===== src/rtl/noc_local_ingress_fifo_pkg.sv =====
// NoC constants and framing FSM states for the local ingress FIFO.
// NOC_INGRESS_HDR_CHECK_EN adds header field checks and the DROP state.
`ifndef Noc_Data_Width
`define Noc_Data_Width 32
`endif
`ifndef Noc_Point_H
`define Noc_Point_H 28
`endif
`ifndef Noc_Head_H
`define Noc_Head_H 4'hA
`endif
`ifndef Axi_Len_Point
`define Axi_Len_Point 8
`endif
`ifndef Noc_Point_E
`define Noc_Point_E 4
`endif
`ifndef Noc_Head_E
`define Noc_Head_E 4'h5
`endif
`ifndef Noc_Ingress_Depth
`define Noc_Ingress_Depth 8
`endif

package noc_local_ingress_fifo_pkg;

  localparam int NOC_DATA_W        = `Noc_Data_Width;
  localparam int ING_DEPTH         = `Noc_Ingress_Depth;
  localparam int ING_CNT_W         = 16;
  localparam int NOC_POINT_H       = `Noc_Point_H;
  localparam int NOC_POINT_E       = `Noc_Point_E;
  localparam int NOC_AXI_LEN_POINT = `Axi_Len_Point;

  localparam logic [NOC_DATA_W-NOC_POINT_H-1:0] NOC_HEAD_H =
    `Noc_Head_H;
  localparam logic [NOC_AXI_LEN_POINT-NOC_POINT_E-1:0] NOC_HEAD_E =
    `Noc_Head_E;

`ifdef NOC_INGRESS_HDR_CHECK_EN
  typedef enum logic [1:0] {
    ST_IDLE,
    ST_IN_PKT,
    ST_DROP
  } frame_st_e;
`else
  typedef enum logic [0:0] {
    ST_IDLE,
    ST_IN_PKT
  } frame_st_e;
`endif

endpackage


===== src/rtl/noc_sync_fifo.sv =====
// First-word-fall-through synchronous FIFO with full/empty flags.
// When empty, the read port holds the last word popped (zero after reset).
module noc_sync_fifo #(
  parameter int WIDTH = 34,
  parameter int DEPTH = 8
) (
  input  logic             i_clk,
  input  logic             i_rst,
  input  logic             i_push,
  input  logic [WIDTH-1:0] i_wdata,
  input  logic             i_pop,
  output logic [WIDTH-1:0] o_rdata,
  output logic             o_full,
  output logic             o_empty
);

  localparam int AW = $clog2(DEPTH);
  localparam int CW = $clog2(DEPTH + 1);

  logic [WIDTH-1:0] r_mem [DEPTH];
  logic [AW-1:0]    r_wptr;
  logic [AW-1:0]    r_rptr;
  logic [CW-1:0]    r_count;
  logic [WIDTH-1:0] r_hold;

  logic w_push;
  logic w_pop;

  assign o_full  = (r_count == CW'(DEPTH));
  assign o_empty = (r_count == '0);
  assign w_push  = i_push & ~o_full;
  assign w_pop   = i_pop & ~o_empty;
  assign o_rdata = o_empty ? r_hold : r_mem[r_rptr];

  always_ff @(posedge i_clk) begin
    if (w_push) r_mem[r_wptr] <= i_wdata;
  end

  always_ff @(posedge i_clk) begin
    if (i_rst) begin
      r_wptr  <= '0;
      r_rptr  <= '0;
      r_count <= '0;
      r_hold  <= '0;
    end else begin
      if (w_push) r_wptr <= r_wptr + 1'b1;
      if (w_pop) begin
        r_rptr <= r_rptr + 1'b1;
        r_hold <= r_mem[r_rptr];
      end
      unique case ({w_push, w_pop})
        2'b10:   r_count <= r_count + 1'b1;
        2'b01:   r_count <= r_count - 1'b1;
        default: r_count <= r_count;
      endcase
    end
  end

endmodule


===== src/rtl/noc_local_ingress_fifo.sv =====
// Local node ingress buffer: FWFT FIFO plus packet framing and drop logic.
// Define NOC_INGRESS_HDR_CHECK_EN to drop packets with malformed headers.
module noc_local_ingress_fifo
  import noc_local_ingress_fifo_pkg::*;
#(
  parameter int DEPTH  = ING_DEPTH,
  parameter int DATA_W = NOC_DATA_W,
  parameter int CNT_W  = ING_CNT_W
) (
  input  logic              noc_clk,
  input  logic              noc_rst,
  input  logic              in_valid,
  output logic              in_ready,
  input  logic [DATA_W-1:0] in_flit,
  input  logic              in_is_header,
  input  logic              in_is_tail,
  output logic              out_valid,
  input  logic              out_ready,
  output logic [DATA_W-1:0] out_flit,
  output logic              out_is_header,
  output logic              out_is_tail,
  output logic              frame_err,
  output logic              drop_pulse,
  output logic [CNT_W-1:0]  pkt_cnt
);

  frame_st_e        r_state;
  logic             r_frame_err;
  logic             r_drop;
  logic [CNT_W-1:0] r_pkt_cnt;

  logic              w_full;
  logic              w_empty;
  logic              w_xfer;
  logic              w_keep;
  logic              w_wr;
  logic              w_hdr_ok;
  logic [DATA_W+1:0] w_rdata;

  assign in_ready  = ~w_full;
  assign out_valid = ~w_empty;
  assign w_xfer    = in_valid & ~w_full;
  assign w_wr      = w_xfer & w_keep;

  assign out_is_header = w_rdata[DATA_W+1];
  assign out_is_tail   = w_rdata[DATA_W];
  assign out_flit      = w_rdata[DATA_W-1:0];
  assign frame_err     = r_frame_err;
  assign drop_pulse    = r_drop;
  assign pkt_cnt       = r_pkt_cnt;

`ifdef NOC_INGRESS_HDR_CHECK_EN
  assign w_hdr_ok =
    (in_flit[DATA_W-1:NOC_POINT_H] == NOC_HEAD_H) &&
    (in_flit[NOC_AXI_LEN_POINT-1:NOC_POINT_E] == NOC_HEAD_E);
`else
  assign w_hdr_ok = 1'b1;
`endif

  // Only flits the FSM accepts reach the FIFO; drops still handshake.
  always_comb begin
    w_keep = 1'b0;
    unique case (r_state)
      ST_IDLE:   w_keep = in_is_header & w_hdr_ok;
      ST_IN_PKT: w_keep = ~in_is_header | w_hdr_ok;
      default:   w_keep = 1'b0;
    endcase
  end

  always_ff @(posedge noc_clk) begin
    if (noc_rst) begin
      r_state     <= ST_IDLE;
      r_frame_err <= 1'b0;
      r_drop      <= 1'b0;
      r_pkt_cnt   <= '0;
    end else begin
      r_drop <= 1'b0;
      if (w_xfer) begin
        unique case (r_state)
          ST_IDLE: begin
            if (!in_is_header) begin
              r_drop      <= 1'b1;
              r_frame_err <= 1'b1;
            end else if (w_hdr_ok) begin
              r_pkt_cnt <= r_pkt_cnt + 1'b1;
              r_state   <= in_is_tail ? ST_IDLE : ST_IN_PKT;
`ifdef NOC_INGRESS_HDR_CHECK_EN
            end else begin
              r_drop      <= 1'b1;
              r_frame_err <= 1'b1;
              r_state     <= in_is_tail ? ST_IDLE : ST_DROP;
`endif
            end
          end
          ST_IN_PKT: begin
            if (!in_is_header) begin
              if (in_is_tail) r_state <= ST_IDLE;
            end else begin
              // Header mid-packet: previous packet is truncated
              r_frame_err <= 1'b1;
              if (w_hdr_ok) begin
                r_pkt_cnt <= r_pkt_cnt + 1'b1;
                r_state   <= in_is_tail ? ST_IDLE : ST_IN_PKT;
`ifdef NOC_INGRESS_HDR_CHECK_EN
              end else begin
                r_drop  <= 1'b1;
                r_state <= in_is_tail ? ST_IDLE : ST_DROP;
`endif
              end
            end
          end
`ifdef NOC_INGRESS_HDR_CHECK_EN
          ST_DROP: begin
            r_drop <= 1'b1;
            if (in_is_tail) r_state <= ST_IDLE;
          end
`endif
          default: r_state <= ST_IDLE;
        endcase
      end
    end
  end

  noc_sync_fifo #(
    .WIDTH (DATA_W + 2),
    .DEPTH (DEPTH)
  ) u_fifo (
    .i_clk   (noc_clk),
    .i_rst   (noc_rst),
    .i_push  (w_wr),
    .i_wdata ({in_is_header, in_is_tail, in_flit}),
    .i_pop   (out_ready),
    .o_rdata (w_rdata),
    .o_full  (w_full),
    .o_empty (w_empty)
  );

endmodule


===== config.mk =====
export PLATFORM = sky130hd
export DESIGN_NAME = noc_local_ingress_fifo
export DESIGN_NICKNAME = d
export VERILOG_FILES = /design/src/rtl/noc_local_ingress_fifo_pkg.sv /design/src/rtl/noc_sync_fifo.sv /design/src/rtl/noc_local_ingress_fifo.sv
export SDC_FILE = /design/constraint.sdc
export NUM_CORES = 1
export LEC_CHECK = 0
export CAP_MARGIN = 20
export CORE_ASPECT_RATIO = 1.25
export CORE_UTILIZATION = 40
export DETAILED_ROUTE_END_ITERATION = 10
export SYNTH_ARGS = -nofsm -noshare
export SYNTH_HDL_FRONTEND = slang
export SYNTH_SLANG_ARGS = --single-unit

===== constraint.sdc =====
create_clock -name noc_clk -period 7 [get_ports noc_clk]
set_clock_uncertainty 0.1 [all_clocks]
set_input_delay 1.4 -clock noc_clk [delete_from_list [all_inputs] [get_ports noc_clk]]
set_output_delay 1.4 -clock noc_clk [all_outputs]
set_load 0.03 [all_outputs]

==> metrics.txt, run 1 <==
# IOs=92; YS warnings=0; Setup TNS Final=0 ns; DRC errors left=0; met2 wire length=approximately 13000 um; Fin. Hold Viols=0; Avg Vias per Cell=roughly 5.2; leakage power total=approximately 4.9 nW; wl on met1=11280 um; Synth Register Bits=~340; H-tree levels=2; global route overflow=0; number of global-route vias before repair=around 6900; ant diodes=0; clock-pin slew on the worst setup and hold paths=approximately 0.060 ns; critical-path maximum fanout=between 40 and 50; Total GRT Usage=between 15 and 20%; Req. time, crit path=5.50 ns; TritonCTS clock tree=yes; Iteration-0 DRC Markers=470; Hold Crit Class=reg -> reg; Post-synth EDFFs=between 200 and 300; Startpoint Class=register; final wirelength=around 26000 um; Slew Viols, Final=0; Slew headroom=between 40% and 50%; Tcrit/Tclk final=between 70% and 80%; DRT Pass-1 Iters=4; WL met3=between 900 and 1000 um; # hold bufs at CTS=0; status=complete, no violations; clock latency on the worst-skew pair=roughly 0.53 ns; largest net degree at the start of global routing=70; core area=32060 um2; WP data arrival=roughly 3.6 ns; nets=around 900; multi-input logic area=approximately 3400 um2; RSZ-0062 raised after global routing=false; R2R setup slack=~4.2 ns; Die X=163.8 um; FP Rows=73; # resized after CTS=0; Peak supply drop=0.0003727 V; Syn Area/Cell=roughly 17 um2; share of cells above drive strength 1=roughly 18%; clock sinks=338; syn nets=approximately 800; antenna violations before repair=0; Max-cap violations=0; Tmin final=5.145 ns; via count=between 6000 and 7000; most common flop cell mapped by yosys=edfxtp_1; asr flop ratio synth=0%; first-pass GRT wire length=around 40000 um; sequential fraction of the synthesis area=72.46%; Area growth syn-to-layout=19.62%; Synth Instances=around 760; critical path type=reg -> out; root buf cell=clkbuf_16; Post CTS Setup Buffer Count=0; WL per Instance=19.81 um; PD cells=approximately 410 nW/um2; Synth cell types=38; IO Port Bufs=91; Die H=between 200 and 250 um; Synth Cell Area=13100 um2; Die Footprint=33470 um2; crit end category=output port; post-DP HPWL=~15000 um; final core area utilization=between 40% and 50%; Inserted Clock Buffers=35; Initial Util=between 40% and 50%; Fillers=2603; setup violators final=0; Worst Tran Pin Value=between 0.8 and 0.9 ns; Routed Antenna Nets=0; Fmax achieved=between 150 and 200 MHz; Register Area=about 9500 um2; highest routed layer=met4; clk buf depth=3; GP Congestion=roughly 0.73
Yosys cell counts, types with 2 or more instances:
cell type | number | area, um2
and4_1 | 2 | 17.52
nor4_1 | 2 | 12.51
clkbuf_1 | 30 | 112.6
or3_1 | 3 | 18.77
nor3_1 | 4 | 20.02
and3_1 | 2 | 12.51
a211oi_1 | 34 | 255.2
inv_1 | 5 | 18.77
or4_1 | 6 | 45.04
buf_1 | 5 | 18.77
mux4_2 | 68 | 1531
nand3_1 | 7 | 35.03
buf_2 | 9 | 45.04
o31ai_1 | 6 | 45.04
nor2b_1 | 2 | 12.51
nand4_1 | 2 | 12.51
nand2_1 | 13 | 48.80
mux2i_1 | 36 | 360.4
xnor2_1 | 6 | 52.55
nor4b_1 | 3 | 26.28
nor2_1 | 94 | 352.8
o21ai_0 | 8 | 40.04
edfxtp_1 | 272 | 8168
nand2b_1 | 3 | 18.77
xor2_1 | 8 | 70.07
a21oi_1 | 46 | 230.2
dfxtp_1 | 66 | 1321
ha_1 | 7 | 87.58
layout make-up:
class                      count  area share [%]
inverter                       5          0.1198
clock buffer                  44           6.198
sequential                   338           60.61
tap                          412           3.290
multi-input combinational    369           21.99
clock inverter                20           1.190
timing repair buffer         108           6.597
power breakdown:
group / internal [W] / total [W] / switching [W] / leakage (nW)
Combinational: 0.000832 / 0.00210 / 0.00127 / 1.34
Clock: 0.00110 / 0.00185 / 0.000753 / 0.576
Sequential: 0.00232 / 0.00243 / 0.000109 / 3.00
Total: 0.00425 / 0.00638 / 0.00213 / 4.91
cells in the final DEF, fill, tap and decap left out, drive strengths merged, types with 4 or more instances in the layout:
cell / netlist / routed
edfxtp: 272 / 272
nor2: 94 / 94
clkdlybuf4s50: 0 / 90
mux4: 68 / 68
dfxtp: 66 / 66
a21oi: 46 / 46
clkbuf: 31 / 44
mux2i: 36 / 36
a211oi: 34 / 34
buf: 16 / 18
clkinv: 0 / 15
nand2: 13 / 13
xor2: 8 / 8
o21ai: 8 / 8
nand3: 7 / 7
ha: 7 / 7
inv: 5 / 7
xnor2: 6 / 6
o31ai: 6 / 6
or4: 6 / 6
nor4b: 4 / 4
nor3: 4 / 4
critical path, stage by stage, from the launching register on:
cell and delay, ns:
dfxtp_4 0.90, buf_4 0.61, mux4_2 0.56, mux2i_1 0.21, a21oi_1 0.15, clkdlybuf4s50_1 0.66
logic make-up after synthesis:
logic type | count (synthesis) | synth area share (%)
buffers and inverters | 52 | 1.672
adders and majority gates | 7 | 0.6687
DFF | 338 | 72.46
and+or+nand+nor | 147 | 5.226
xor gates and xnor gates | 14 | 0.9363
muxes | 105 | 14.53
AOI/OAI and AO/OA | 96 | 4.509
metal layers:
metal | up-vias | track usage (%)
li1 | 3193 | -
met1 | 3435 | 20.53
met2 | 133 | 27.01
met3 | 32 | 2.821
met4 | 0 | 4.828
met5 | - | 0
sequential cells by signal, indices dropped and copies added (netlist names), named ones only:
name            flops
u_fifo.r_mem      272
pkt_cnt            16
u_fifo.r_hold      34
r_state             1
u_fifo.r_wptr       3
u_fifo.r_count      4
drop_pulse          1
frame_err           1
u_fifo.r_rptr       3
path summary, 6_finish.rpt:
check                    startpoint                end  cells after the start
setup / recovery           register       out_flit[15]                      5
hold / removal              r_state         drop_pulse                      1
setup reg to reg  u_fifo.r_count[0]  u_fifo.r_count[2]                      8
hold reg to reg             r_state         drop_pulse                      1
metrics by stage:
stage | cells | instance area, um2 | setup slack, ns | hold WS (ns) | total power, W
after floorplan | 759 | 13100 | 1.954 | 0.3215 | 0.003805
after global placement | 1232 | 14510 | 2.289 | 0.3603 | 0.004580
after detailed placement | 1232 | 14510 | 2.289 | 0.3728 | 0.004591
after CTS | 1296 | 15670 | 1.714 | 0.3771 | 0.006455
after global routing | 1296 | 15670 | 1.531 | 0.4108 | 0.006677
final | 1296 | 15670 | 1.855 | 0.3694 | 0.006384
No activity file was read; power rests on OpenSTA's default activity.
==> run 2: changes to the inputs <==
Clock period 7 ns to 4.85 ns, I/O delays scaled along.
==> run 2 against run 1 <==
Net effect:
- clock power increased by 41%
- first-iteration DRC count increased by 19%
- via count increased by 1.3%
- combinational power increased by 46%
- die area unchanged
- worst setup slack got worse by 1.3 ns
==> metrics.txt, run 2 (synthesized netlist as in run 1, its figures left out) <==
part of the power in registers=38.1% (about the same); core area=32060 um2 (unchanged); r2r startpoint=u_fifo.r_count[0]; RSZ-0062 raised after global routing=false; worst hold stages=2 (+1); Total GRT Usage=16.62% (+0.78 points); cell-internal power=0.006066 W (+43%); first-pass GRT wire length=41500 um (+4.8%); multi-input logic area=3446 um2 (unchanged); ant diodes=0 (unchanged); Logic pwr share=33.5% (+0.6 points); reg2reg path depth=8 (unchanged); Fillers=2686 (+3.2%); PD cells=582.9 nW/um2 (+43%); nets=904 (+0.22%); hold path start=pkt_cnt[15]; Initial Util=40.85% (unchanged); non-filler instance count after layout=1298 (+0.15%); R2R setup slack=2.05 ns (-2.16 ns); Clock power frac=28.4% (-0.6 points); Startpoint Class=register; TritonCTS clock tree=yes; FP Rows=73 (unchanged); DRC errors left=0 (unchanged); global route overflow=0 (unchanged); critical path type=reg -> out; post-DP HPWL=14720 um (+1.4%); antenna violations before repair=0 (unchanged); # placed instances=1233 (+0.081%); Req. time, crit path=3.78 ns (-1.72 ns); Sw Share=33.60% (+0.18 points); Tcrit/Tclk final=~89%; Tot Pwr=0.009136 W (+43%); root buf cell=clkbuf_16; Setup TNS Final=0 ns (unchanged); IO Port Bufs=91 (unchanged); setup violators final=0 (unchanged); H-tree levels=2 (unchanged); # IOs=92 (unchanged); commonest non-fill, non-tap cell in the layout=edfxtp_1; clk buf depth=3 (unchanged); Avg Vias per Cell=5.302 (+1.2%); Peak supply drop=0.0004969 V (+33%); # hold bufs at CTS=0 (unchanged); Die Footprint=33470 um2 (unchanged); R2R Path End=u_fifo.r_count[2]; Die H=204.3 um (unchanged); Iteration-0 DRC Markers=557 (+19%); WHS=0.3770 ns (+0.007630 ns); Worst Tran Pin Value=0.8140 ns (-0.03731 ns); Slew headroom=45.73% (+2.5 points); Routed Antenna Nets=0 (unchanged); Area growth syn-to-layout=19.68% (about the same); Max-cap violations=0 (unchanged); status=complete, no violations; clock-pin slew on the worst setup and hold paths=0.06 ns (about the same); Inserted Clock Buffers=36 (+2.9%); leakage power total=4.897 nW (-0.31%); WL per Instance=20.48 um (+3.4%); number of flip-flops in the largest register=272 (unchanged); number of global-route vias before repair=7051 (+2.1%); most flop-heavy register=u_fifo.r_mem; Hold Crit Class=reg -> reg; critical-path maximum fanout=41 (unchanged); most used cells in the layout excluding fill and tap cells=edfxtp_1, clkdlybuf4s50_1, nor2_1; GP Congestion=0.7312 (+0.19%); Fin. Hold Viols=0 (unchanged); WP data arrival=3.23 ns (-0.41 ns); clock latency on the worst-skew pair=0.53 ns (about the same); Fmax achieved=232.4 MHz; Tmin final=roughly 4.3 ns; Post CTS Setup Buffer Count=0 (unchanged); share of cells above drive strength 1=17.49% (-0.040 points); via count=6882 (+1.3%); crit end category=output port; final wirelength=26580 um (+3.5%); clock sinks=338 (unchanged); # resized after CTS=0 (unchanged); Hold Path Sink=pkt_cnt[15]; Psw=0.003070 W (+44%); largest net degree at the start of global routing=69 (-1.4%); DRT Pass-1 Iters=6 (+2); Die X=163.8 um (unchanged); Register Area=9495 um2 (unchanged); Slew Viols, Final=0 (unchanged)
==> run 2: power by group through the flow <==
| stage | sequential [W] | clock (W) | combinational (W) |
|---|---|---|---|
| final | 0.00348 | 0.00260 | 0.00306 |
| after global routing | 0.00351 | 0.00277 | 0.00331 |
| after CTS | 0.00348 | 0.00265 | 0.00311 |
| after detailed placement | 0.00354 | 0 | 0.00310 |
| after global placement | 0.00353 | 0 | 0.00309 |
| after floorplan | 0.00349 | 0 | 0.00200 |
==> run 2: area by class of cell <==
| class | count | share of cell area, % |
|---|---|---|
| Clock buffer | 51 | 6.426 |
| Clock inverter | 14 | 0.7184 |
| Inverter | 5 | 0.1197 |
| Multi-Input combinational cell | 369 | 21.98 |
| Sequential cell | 338 | 60.58 |
| Tap cell | 412 | 3.289 |
| Timing Repair Buffer | 109 | 6.881 |
==> run 2: worst max-delay path by stage <==
stage / start / end / slack (ns) / depth (start not counted)
after floorplan: in_is_header / u_fifo.r_mem[0][0] / 0.23 / 5
after global placement: in_is_header / u_fifo.r_count[2] / 1.00 / 13
after detailed placement: in_is_header / u_fifo.r_count[3] / 0.99 / 11
after CTS: u_fifo.r_count[0] / out_flit[2] / 0.53 / 4
after global routing: u_fifo.r_count[0] / out_flit[27] / 0.42 / 4
final: u_fifo.r_count[0] / out_flit[2] / 0.55 / 4
==> run 2: per-layer routing <==
metal | vias up | wire (um) | track usage (%)
met5 | - | 0 | 0
met4 | 0 | 427 | 4.464
met3 | 30 | 1348 | 2.841
met2 | 146 | 13490 | 28.65
met1 | 3521 | 11310 | 21.59
li1 | 3185 | - | -
==> run 2: stage by stage <==
step | instance area (um2) | setup WS, ns | utilization [%]
floorplan | 13100 | 0.2343 | -
global placement | 14550 | 1.004 | 45.40
detailed placement | 14550 | 0.9874 | 45.40
CTS | 15670 | 0.5254 | 48.89
global route | 15670 | 0.4168 | 48.89
finish | 15670 | 0.5480 | 48.89
==> run 2: worst max-delay path, cell delays in order (launching register included) <==
cell,delay [ns]
dfxtp_1,0.39
or4_2,1.00
buf_4,0.41
a21oi_1,0.21
clkdlybuf4s50_1,0.71
==> edit 1, RTL diff (settings of run 1) <==
Add a define of `NOC_INGRESS_HDR_CHECK_EN`.
--- a/src/rtl/noc_local_ingress_fifo_pkg.sv
+++ b/src/rtl/noc_local_ingress_fifo_pkg.sv
@@ -1,5 +1,7 @@
 // NoC constants and framing FSM states for the local ingress FIFO.
 // NOC_INGRESS_HDR_CHECK_EN adds header field checks and the DROP state.
+`define NOC_INGRESS_HDR_CHECK_EN
+
 `ifndef Noc_Data_Width
 `define Noc_Data_Width 32
 `endif
Function: changed (a bounded check fails within 4 cycles, from zero or initial values and one cycle with noc_rst high).
==> edit 1 against run 1 <==
  * The flow now finishes with violations (DRC)
  * Critical path type unchanged
  * Register-to-register slack worse by 450 ps
  * Largest cell class unchanged
  * Worst setup slack better by 140 ps
  * Routed wire length up 6.0%
  * Design area up 0.85%
  * Sequential cell count up 1
  * Area after synthesis up 1.7%
  * Critical path depth down 1
Power is not compared: it rests on default switching activity, and its combinational part moved more than twofold at a synthesized area within 25%.
==> edit 1: results (changes against run 1) <==
[outcome]
status=finished, violations left
violations=DRC

[synthesis]
yosys-top-cells-area=edfxtp_1 61%, mux4_2 11%, dfxtp_1 10%
yosysUniqueCellTypes=43  ; +13%
netlist_instances=789  ; +4.0%
ys_seq_area_frac=0.714  ; -0.0107
synth_nets=833  ; +3.6%

[timing]
maxSlewHeadroom=0.317  ; -0.116
whs_ps=376  ; +6.24 ps
min_period_over_period=0.715  ; -0.0202

[global_routing]
antenna_found_initial=2  ; +2
grt_pass1_wl_um=41500  ; +4.8%
grt_pass1_vias=7015  ; +1.5%

[placed_design]
placed_cell_area_mm2=0.0147  ; +1.5%
pre_cts_ws_ps=2180  ; -108 ps
gp_congestion=0.728  ; -0.22%

[worst_setup_path]
endpoint=out_is_header
crit_slowest_cell=or4_2
reg2reg_depth=10  ; +2
worst-path-max-fanout=44  ; +7.3%
reg2reg_slack_ps=3760  ; -450 ps
cp_top_family=simple AND/OR/NAND/NOR gates

[finish]
fillers=2759  ; +6.0%
drive_gt1_frac=0.172  ; -0.00315
num-nets-final=925  ; +2.5%

[drt]
first_pass_iters=8  ; +4
drt_drc_violations_left=16  ; +16
viasPerCell=5.40  ; +3.0%

[clock_tree]
numCtsBuffers=34  ; -2.9%

==> edit 1: changes by cell type in the layout (fill, tap and decap cells not counted), moves of 5 or more <==
cell      before  now
nor2_1        88   81
o31ai_1        6   13
xnor2_1        6    1
a21oi_1       46   56
or4_1          5   12
nor2_4         6    0
clkbuf_1       4    9
==> edit 1: power groups by stage <==
| stage | registers (µW) | clock network, µW | logic [µW] |
|---|---|---|---|
| floorplan | 2220 | 0 | 17.2 |
| global placement | 2220 | 0 | 65.6 |
| detailed placement | 2220 | 0 | 67.4 |
| CTS | 2170 | 1760 | 67.5 |
| global route | 2170 | 1830 | 73.3 |
| finish | 2170 | 1720 | 66.8 |
==> edit 1: metal layers <==
metal | share of wire | track usage | wire length [µm]
met5 | 0.00088 | 0 | 24
met4 | 0.024 | 0.0593 | 664
met3 | 0.053 | 0.0309 | 1440
met2 | 0.50 | 0.270 | 13500
met1 | 0.43 | 0.221 | 11600
==> edit 1: cells by family (layout without fill, tap and decap cells) <==
kind of cell	Yosys count	count (layout)	share of synthesized area
flip-flops	339	339	0.714
adder cells (fa/ha/maj)	6	6	0.00564
AND/OR/NAND/NOR	157	157	0.0613
buffers and inverters	59	176	0.0183
multiplexers	106	106	0.144
XOR/XNOR	5	5	0.00329
AO/OA/AOI/OAI	117	117	0.0539
==> edit 1: layout make-up <==
cell class	count	area (µm²)	area share
inverter	5	18.8	0.00119
multi-input combinational	391	3620	0.229
tap	418	523	0.0331
clock buffer	50	992	0.0628
sequential	339	9520	0.602
timing repair buffer	110	1070	0.0676
clock inverter	11	60.1	0.00380
==> edit 1: worst min-delay path: cells and delay by family, from the launching register on <==
kind | cells | cell delay (ps)
flip-flops | 1 | 320
AO/OA/AOI/OAI | 2 | 110
==> edit 2, RTL diff (flow settings as in run 1) <==
Made on the original files. Reset style: asynchronous (`i_rst` and `noc_rst`), changed in 2 clocked blocks.
--- a/src/rtl/noc_sync_fifo.sv
+++ b/src/rtl/noc_sync_fifo.sv
@@ -36,7 +36,7 @@
     if (w_push) r_mem[r_wptr] <= i_wdata;
   end
 
-  always_ff @(posedge i_clk) begin
+  always_ff @(posedge i_clk or posedge i_rst) begin
     if (i_rst) begin
       r_wptr  <= '0;
       r_rptr  <= '0;
--- a/src/rtl/noc_local_ingress_fifo.sv
+++ b/src/rtl/noc_local_ingress_fifo.sv
@@ -67,7 +67,7 @@
     endcase
   end
 
-  always_ff @(posedge noc_clk) begin
+  always_ff @(posedge noc_clk or posedge noc_rst) begin
     if (noc_rst) begin
       r_state     <= ST_IDLE;
       r_frame_err <= 1'b0;
Function: differs if noc_rst is asserted again (counterexample within 4 cycles, from zero or initial values and one cycle with noc_rst high); with noc_rst held inactive, the same outputs for 4 cycles.
==> edit 2 against run 1 <==
  * Worst setup slack improved by 110 ps
  * Routed wire length fell by 1.5%
  * Largest power group unchanged
  * Sequential power rose by 14%
  * Critical endpoint is now out_flit[12]
  * Design area fell by 0.33%
  * First-iteration DRC count fell by 26%
  * Area after synthesis rose by 0.30%
  * Total power rose by 6.1%
  * Sequential cell count fell by 3
==> edit 2: results (changes against run 1) <==
[worst_setup_path]
max_stage_delay_ps=960  ; +60 ps
arrival_ps=3540  ; -100 ps

[synthesis]
synth_nets=754  ; -6.2%
synthMuxAreaShare=0.145  ; -0.000334
synth_compound_area_frac=0.0281  ; -0.0170
yosys-top-cells-area=edfxtp_1 62%, dfrtp_1 12%, mux4_2 12%
synth_common_cells=272 x edfxtp_1, 68 x mux4_2, 63 x dfrtp_1
ys_seq_area_frac=0.742  ; +0.0173

[finish]
num-nets-final=863  ; -4.3%
fillers=2679  ; +2.9%
clkbuf_count=40  ; -9.1%
stdcell_count=1255  ; -3.2%
seq_share=0.624  ; +0.0183
buf_share=0.0667  ; +0.000778
multi_input_area_mm2=0.00321  ; -6.9%
inverters=7  ; +2
multi_input_gates=332  ; -10%

[placed_design]
gp_congestion=0.719  ; -1.5%
placed_cell_area_mm2=0.0145  ; +0.16%
place_hpwl_um=14100  ; -2.8%

[drt]
wl_um=25300  ; -1.5%
top_layer=met5
drtIter0Drc=348  ; -26%
dr_wl_met2_um=12800  ; -1.0%
wl_met3_um=1270  ; +29%
wl_met1_um=10700  ; -4.9%

[global_routing]
grt_pass1_vias=6714  ; -2.8%
grt_util_met2=0.273  ; +0.00308
antenna_found_initial=1  ; +1
grt_max_degree=72  ; +2.9%
track_usage=0.157  ; -0.00139

[clock_tree]
numCtsBuffers=34  ; -2.9%

[timing]
maxSlewHeadroom=0.384  ; -0.0482

[outcome]
status=completed

[power]
p_leak_uw=0.00538  ; +9.5%

edit 2: kinds of logic (layout without fill, tap and decap cells):
group	count (synthesis)	count (layout)
buffers and inverters	42	176
multiplexers	105	105
adder cells (fa/ha/maj)	7	7
XOR/XNOR	24	24
AO/OA/AOI/OAI	73	73
flip-flops	335	335
AND/OR/NAND/NOR	123	123
edit 2: where the power goes:
part / internal, µW / switching [µW] / total, µW
logic: 1040 / 1240 / 2280
clock network: 1010 / 720 / 1730
registers: 2490 / 273 / 2770
total: 4540 / 2230 / 6770
edit 2: worst paths after layout:
path	from	end	slack, ps	cells after the start
worst min register to register	pkt_cnt[15]	pkt_cnt[15]	370	1
worst max-delay path	u_fifo.r_rptr[0]	out_flit[12]	1960	5
min in group asynchronous	noc_rst	pkt_cnt[14]	1400	3
max in group asynchronous	noc_rst	u_fifo.r_rptr[0]	4690	3
worst max register to register	u_fifo.r_count[2]	u_fifo.r_count[2]	3090	11
worst min-delay path	pkt_cnt[15]	pkt_cnt[15]	370	1
